==> config.mk <==
export PLATFORM = sky130hd
export DESIGN_NAME = arb_grant_bridge
export DESIGN_NICKNAME = d
export VERILOG_FILES = /design/src/rtl/arb_grant_bridge.sv
export SDC_FILE = /design/constraint.sdc
export NUM_CORES = 1
export LEC_CHECK = 0
export CAP_MARGIN = 20
export CORE_MARGIN = 2
export CORE_UTILIZATION = 45
export DETAILED_ROUTE_END_ITERATION = 10
export GPL_TIMING_DRIVEN = 1
export PLACE_DENSITY = 0.71
export SLEW_MARGIN = 20
export SYNTH_ARGS = -nofsm -noshare
export SYNTH_HDL_FRONTEND = slang
export SYNTH_SLANG_ARGS = --single-unit
==> constraint.sdc <==
create_clock -name clk -period 6.4 [get_ports clk]
set_input_delay 1.28 -clock clk [delete_from_list [all_inputs] [get_ports clk]]
set_output_delay 1.28 -clock clk [all_outputs]
set_load 0.02 [all_outputs]
==> src/rtl/arb_grant_bridge.sv <==
// ============================================================================
// arb_grant_bridge: clocked 4-phase endpoint for an async arbiter tree.
// Revision: 1.0
// ============================================================================
`default_nettype none

module arb_grant_bridge #(
  parameter int INPUT_SIZE  = 8,
  parameter int SYNC_STAGES = 2,
  parameter int CNT_W       = 16,
  localparam int IDX_W      = $clog2(INPUT_SIZE + 1)
) (
  input  logic                  clk,
  input  logic                  rst_n,
  input  logic                  arb_req,
  input  logic [INPUT_SIZE:0]   arb_grant,
  output logic                  arb_ack,
  output logic                  m_valid,
  input  logic                  m_ready,
  output logic [IDX_W-1:0]      m_index,
  output logic                  err_grant,
  output logic [CNT_W-1:0]      served_cnt
);

  typedef enum logic [2:0] {
    IDLE  = 3'd0,
    CHECK = 3'd1,
    OFFER = 3'd2,
    ACKHI = 3'd3,
    ACKLO = 3'd4
  } state_t;

  state_t                 state_q, state_d;
  logic [SYNC_STAGES-1:0] sync_q;
  logic [INPUT_SIZE:0]    grant_q, grant_d;
  logic                   arb_ack_q, arb_ack_d;
  logic                   m_valid_q, m_valid_d;
  logic [IDX_W-1:0]       m_index_q, m_index_d;
  logic                   err_q, err_d;
  logic [CNT_W-1:0]       cnt_q, cnt_d;

  logic                   req_s;
  logic                   grant_onehot;
  logic [IDX_W-1:0]       idx_enc;

  assign req_s        = sync_q[SYNC_STAGES-1];
  assign grant_onehot = $onehot(grant_q);

  always_comb begin
    idx_enc = '0;
    for (int i = 0; i <= INPUT_SIZE; i++) begin
      if (grant_q[i]) idx_enc = IDX_W'(i);
    end
  end

  // arb_grant is bundled data: it is sampled only after the synchronized
  // request is seen, never passed through the synchronizer itself.
  always_comb begin
    state_d   = state_q;
    grant_d   = grant_q;
    arb_ack_d = arb_ack_q;
    m_valid_d = m_valid_q;
    m_index_d = m_index_q;
    err_d     = 1'b0;
    cnt_d     = cnt_q;
    case (state_q)
      IDLE: begin
        if (req_s) begin
          grant_d = arb_grant;
          state_d = CHECK;
        end
      end
      CHECK: begin
        if (grant_onehot) begin
          m_index_d = idx_enc;
          m_valid_d = 1'b1;
          state_d   = OFFER;
        end else begin
          err_d     = 1'b1;
          arb_ack_d = 1'b1;
          state_d   = ACKHI;
        end
      end
      OFFER: begin
        if (m_ready) begin
          m_valid_d = 1'b0;
          arb_ack_d = 1'b1;
          if (cnt_q != '1) cnt_d = cnt_q + CNT_W'(1);
          state_d   = ACKHI;
        end
      end
      ACKHI: begin
        if (!req_s) begin
          arb_ack_d = 1'b0;
          state_d   = ACKLO;
        end
      end
      ACKLO:   state_d = IDLE;
      default: state_d = IDLE;
    endcase
  end

  always_ff @(posedge clk or negedge rst_n) begin
    if (!rst_n) begin
      state_q   <= IDLE;
      sync_q    <= '0;
      grant_q   <= '0;
      arb_ack_q <= 1'b0;
      m_valid_q <= 1'b0;
      m_index_q <= '0;
      err_q     <= 1'b0;
      cnt_q     <= '0;
    end else begin
      state_q   <= state_d;
      sync_q    <= {sync_q[SYNC_STAGES-2:0], arb_req};
      grant_q   <= grant_d;
      arb_ack_q <= arb_ack_d;
      m_valid_q <= m_valid_d;
      m_index_q <= m_index_d;
      err_q     <= err_d;
      cnt_q     <= cnt_d;
    end
  end

  assign arb_ack    = arb_ack_q;
  assign m_valid    = m_valid_q;
  assign m_index    = m_index_q;
  assign err_grant  = err_q;
  assign served_cnt = cnt_q;

endmodule

`default_nettype wire

==> summary.txt, run 1 <==
Detailed routing
  • Highest Signal Layer: met4
  • Routed wire length on met3: 129 um
  • Final ANT Viol Nets: 0
  • Wire length per cell: 14.47 um
  • Met1 wire length: 1517 um
  • Via density: 5.373
  • Met2 Routed Length: 1960 um
  • Total length of routed wires: 3689 um
  • Initial DRT Pass Iterations: 4
  • DR vias: 1370
  • Drt drc: 0
  • Drt initial violations: 54

Synth
  • Post-synth top area cell: dfrtp_1
  • Syn Area/Cell: 11.18 um2
  • Post-synthesis adder-cell area fraction: 0.07373
  • Main combinational cell family by area after synthesis: simple AND/OR/NAND/NOR gates
  • Ranking of synthesized cells by area: dfrtp_1 50%, fa_1 5.4%, mux2_4 4.0%
  • Xor/xnor share of the synthesized area: 0.05630
  • Prevailing post-synth register cell: dfrtp_1
  • Synth Area in Compound Gates: 0.06233
  • Syn Nets: 188
  • Register bit total from synthesis: 37
  • Post-synthesis mux area share: 0.07574
  • Top post-synthesis cells by count: 37 x dfrtp_1, 16 x nand2_1, 14 x inv_1
  • Cell Area, Synth: 1867 um2
  • Cell with the most instances after synthesis: dfrtp_1
  • Synth Area in Simple Gates: 0.1917
  • Seq/Total Area, Yosys: 0.4960
  • Syn Inst Count: 167
  • Ys async rst share: 1.000
  • Post-synth cell types: 39
  • EDFF count, synth: 0
  • Post-synth top area share: 0.4960
  • Synth warn: 0

Worst setup path
  • Data required, critical path: 6580 ps
  • Critical-path cell list: inv_1, fa_1, fa_1, fa_1, inv_1, fa_1, inv_1, fa_1, nor2_1, a31oi_1, or3_1, mux2_4
  • CP dominant cell by count: fa_1
  • CP max stage delay: 530 ps
  • Worst Path Max Fanout: 5
  • CP Data Arrival Time: 3960 ps
  • CP Capture Type: register
  • Setup CP Type: reg -> reg
  • Crit-path slowest cell: fa_1
  • Startpoint Class: register

Clock tree
  • Hold buffer count at cts: 0
  • Reg clk slew, reported paths: 70 ps
  • Clk_lat worst skew: 290 ps
  • Clock Root Buffer: clkbuf_8
  • CTS Buf Count: 5
  • Resized Gates After CTS: 0
  • Clk buf depth: 2
  • H-tree levels: 2
  • Post-CTS setup buffers: 0
  • CTS sink cnt: 37
  • CTS tree: yes

Final layout
  • Area delta synth->final: 26.01%
  • Ant. Diodes: 0
  • Final Instance Area: 2352 um2
  • Share of layout cells above drive strength 1: 0.1024
  • Post-Layout Cell Count: 255
  • Fin nets: 226

Floorplan
  • Die ar.: 4680 um2
  • # rows: 23
  • Die W: 68.41 um
  • Core Box Area: 4000 um2
  • Die H: 68.41 um
  • Num ports: 36
  • Starting Density: 0.4667

Placed design
  • # port buffers: 35
  • GP Congestion: 0.7988
  • DP Cell Count: 248
  • Post-Place Cell Area: 2257 um2
  • Setup WS pre-CTS: 2645 ps
  • HPWL Detailed: 2736 um

Global route
  • Vias in the first global route: 1382
  • First-pass GRT wire length: 6065 um
  • Antenna violations before repair: 0
  • Largest net degree at the start of global routing: 38
  • GRT Residual Overflow: 0
  • All-Layer GR Usage: 0.1787

STA
  • Clock skew: 2.626 ps
  • Final hold vios: 0
  • Final setup violation count: 0
  • Max frequency: 264.7 MHz
  • Setup TNS: 0 ps
  • Slew at the pin closest to its max-slew limit: 696.5 ps
  • Min setup slack post-route: 2622 ps
  • Final period util: 0.5903
  • Worst slew margin: 0.5337
  • Count of final max-slew check failures: 0
  • RSZ-0062 raised after global routing: false
  • Min Tclk post-route: 3778 ps

Run status
  • Status: finished clean

Power
  • Worst vdd ir: 0.0003224 V
  • Cell Pwr Density: 496.2 nW/um2
  • P_leak: 0.001092 uW

Job
  • Maxcap violations: 0

Worst hold path
  • HP Class: reg -> reg
-- metal layers --
metal  vias up  track usage
met1       682       0.1924
met4         0      0.09750
met2        32       0.3209
li1        648            -
met3         8      0.03947
met5         -            0
-- cells by family (layout without fill, tap and decap cells) --
family | Yosys count | count (layout)
XOR/XNOR | 12 | 12
flip-flops | 37 | 37
AO/OA/AOI/OAI | 20 | 20
adder cells (fa/ha/maj) | 8 | 8
multiplexers | 11 | 11
AND/OR/NAND/NOR | 60 | 60
buffers and inverters | 19 | 57
-- where the power goes --
group / total (uW) / internal (uW) / switching (uW) / leakage (uW)
registers: 384 / 304 / 79.8 / 0.000474
clock network: 164 / 85.4 / 78.5 / 0.0000443
logic: 619 / 285 / 334 / 0.000574
total: 1170 / 675 / 493 / 0.00109
-- cell usage in the layout, fill, tap and decap left out, drive strengths merged, types with 6 or more instances in the layout --
master | Yosys | layout
clkbuf | 1 | 7
nor3 | 6 | 6
nand4 | 6 | 6
o21ai | 9 | 9
mux2 | 10 | 10
nand2 | 16 | 16
dfrtp | 37 | 37
inv | 14 | 14
nor2 | 10 | 10
xor2 | 7 | 7
nand3 | 6 | 6
clkdlybuf4s50 | 0 | 35
-- area by class of cell --
class,count,area (um2)
multi-input cells,111,867.1
clock buffers,7,86.33
inverters,14,52.55
repair buffers,36,357.8
flip-flops and latches,37,925.9
fillers,332,1648
well taps,50,62.56
-- registers in the layout, summed over array words and instances, names as in the netlist --
signal and count:
m_index 4, sync_q 2, grant_q 9, state_q 3, m_valid 1, arb_ack 1
served_cnt 16, err_grant 1
-- stage by stage --
stage | utilization | power, uW | hold WS, ps
floorplan | - | 820.8 | 331.2
detailed placement | 0.5643 | 1004 | 339.6
finish | 0.5881 | 1167 | 358.8
global route | 0.5881 | 1279 | 365.7
global placement | 0.5643 | 944.7 | 335.1
CTS | 0.5859 | 1171 | 355.2
-- worst max-delay path, delay by kind of cell (launching register included) --
kind | cells | cell delay (ps)
buffers and inverters | 3 | 240
DFF | 1 | 370
adders and majority gates | 5 | 1970
muxes | 1 | 340
and+or+nand+nor | 2 | 620
AOI/OAI and AO/OA | 1 | 120
-- final timing paths --
kind	start	end	slack, ps	cells past startpoint
max in group asynchronous	rst_n	m_valid$_DFFE_PN0P_	4670	2
min in group asynchronous	rst_n	served_cnt[15]$_DFFE_PN0P_	1410	2
worst min-delay path	sync_q[0]$_DFF_PN0_	sync_q[1]$_DFF_PN0_	360	0
worst max register to register	grant_q[3]$_DFFE_PN0P_	m_index[2]$_DFFE_PN0P_	2620	12
worst min register to register	sync_q[0]$_DFF_PN0_	sync_q[1]$_DFF_PN0_	360	0
worst max-delay path	grant_q[3]$_DFFE_PN0P_	m_index[2]$_DFFE_PN0P_	2620	12
Note: power is estimated with default switching activity, not from simulation.
==> run 2, diff against run 1 <==
- clock period: 6.4 -> 3.5 ns (I/O delays scaled with it)
==> run 2 against run 1 <==
  * The flow now finishes with violations (negative setup slack)
  * Maximum frequency is 5.8% higher
  * Cell count grew 2.7%
  * Via count increased by 1.0%
==> summary.txt, run 2 (synthesis results as in run 1) <==
Run status
  • Status: complete, but fails checks
  • Failing checks: negative setup slack

Detailed routing
  • Drt drc: 0
  • Initial DRT Pass Iterations: 4
  • Final ANT Viol Nets: 0
  • Via density: 5.282
  • Wire length per cell: 14.44 um
  • Drt initial violations: 69
  • DR vias: 1384
  • Total length of routed wires: 3784 um

Power
  • Combinational power share: 0.582
  • Reg power frac: 0.284
  • Pint: 1466 uW
  • Sw frac: 0.4037
  • Cell Pwr Density: 1012 nW/um2
  • Clock power frac: 0.134
  • Worst vdd ir: 0.0006899 V
  • Power Total: 2459 uW
  • Switch Pwr: 992.6 uW
  • P_leak: 0.001130 uW

Floorplan
  • Die W: 68.41 um
  • Die ar.: 4680 um2
  • Die H: 68.41 um
  • Starting Density: 0.4667
  • Num ports: 36
  • Core Box Area: 4000 um2
  • # rows: 23

Clock tree
  • Clock Root Buffer: clkbuf_8
  • Clk buf depth: 2
  • H-tree levels: 2
  • Clk_lat worst skew: 290 ps
  • Reg clk slew, reported paths: 70 ps
  • CTS sink cnt: 37
  • Hold buffer count at cts: 0
  • CTS tree: yes
  • CTS Buf Count: 5

Final layout
  • Area delta synth->final: 30.16%
  • Post-Layout Cell Count: 262
  • Max reg flops: 16
  • Ant. Diodes: 0
  • Most frequent cells in the layout: 37 x dfrtp_1, 35 x clkdlybuf4s50_1, 16 x nand2_1
  • Share of layout cells above drive strength 1: 0.1840
  • FILL cells: 317
  • Register area: 925.9 um2
  • Multi-input logic area: 884.6 um2
  • Final core occ: 0.6074
  • Fin nets: 232
  • Commonest non-fill, non-tap cell in the layout: dfrtp_1
  • Final Instance Area: 2430 um2

Placed design
  • DP Cell Count: 252
  • HPWL Detailed: 2820 um
  • Post-Place Cell Area: 2287 um2
  • # port buffers: 35
  • GP Congestion: 0.7785

Worst setup path
  • Critical-path cell list: inv_2, fa_1, fa_1, fa_1, inv_1, fa_2, inv_2, fa_2, nand2_1, or3_4, mux2_4
  • Crit path max-delay family: adder cells
  • Crit-path slowest cell: fa_1
  • CP Data Arrival Time: 3750 ps
  • Data required, critical path: 3670 ps
  • CP max stage delay: 530 ps
  • CP dominant cell by count: fa_1
  • Crit path buf inv count: 3
  • Startpoint Class: register
  • Worst Path Max Fanout: 5
  • Setup CP Type: reg -> reg
  • CP Capture Type: register

Global route
  • First-pass GRT wire length: 6210 um
  • GRT Residual Overflow: 0
  • Antenna violations before repair: 0
  • Largest net degree at the start of global routing: 38
  • All-Layer GR Usage: 0.1824
  • Vias in the first global route: 1347

Worst hold path
  • HP Class: reg -> reg

STA
  • RSZ-0062 raised after global routing: true
  • Min setup slack post-route: -71.30 ps
  • Slew at the pin closest to its max-slew limit: 467.8 ps
  • Count of final max-slew check failures: 0
  • Min Tclk post-route: 3571 ps
  • Setup TNS: -268.2 ps
  • Final setup violation count: 4
  • Max frequency: 280.0 MHz
  • Final period util: 1.020
  • Worst slew margin: 0.6858
  • Final hold vios: 0
  • Clock skew: 6.241 ps

Job
  • Maxcap violations: 0
## run 2: path summary, 6_finish.rpt
check                                        from                         end  slack [ps]  cells after the start
max                        grant_q[1]$_DFFE_PN0P_      m_index[1]$_DFFE_PN0P_         -70                     11
min                           sync_q[0]$_DFF_PN0_         sync_q[1]$_DFF_PN0_         360                      0
max reg2reg                grant_q[1]$_DFFE_PN0P_      m_index[1]$_DFFE_PN0P_         -70                     11
min reg2reg                   sync_q[0]$_DFF_PN0_         sync_q[1]$_DFF_PN0_         360                      0
max in group asynchronous                   rst_n      grant_q[6]$_DFFE_PN0P_        2350                      2
min in group asynchronous                   rst_n  served_cnt[12]$_DFFE_PN0P_         830                      2
## run 2: through the flow
step           hold slack (ps)  worst slack, ps
6_report                 356.9           -71.30
2_1_floorplan            331.2            8.071
3_3_place_gp             334.8           -44.26
3_5_place_dp             346.5           -196.3
4_1_cts                  363.9           -51.81
5_1_grt                  375.4           -152.3
## run 2: layout make-up
class / count / share of cell area
Clock buffer: 7 / 0.03965
Clock inverter: 1 / 0.002060
Inverter: 14 / 0.02163
Multi-Input combinational cell: 111 / 0.3641
Sequential cell: 37 / 0.3811
Tap cell: 50 / 0.02575
Timing Repair Buffer: 42 / 0.1658
## run 2: per-layer routing
metal,global-route usage,share of wire,up-vias
li1,-,-,665
met1,0.2193,0.41,675
met2,0.2981,0.53,35
met3,0.04276,0.039,9
met4,0.1025,0.024,0
met5,0,0,-
## run 2: power by group through the flow
stage               Sequential (uW)  Clock [uW]  Combinational [uW]
floorplan                       726           0                 789
global placement                694           0                1130
detailed placement              703           0                1240
CTS                             699         338                1370
global route                    719         361                1580
finish                          698         330                1430
## run 2: what timing repair did
action / CTS / global route
buffers inserted: 1 / 1
resized for setup: 7 / 2
gates cloned: 0 / 0
setup endpoints to repair: 4 / 4
pin swaps: 3 / 1
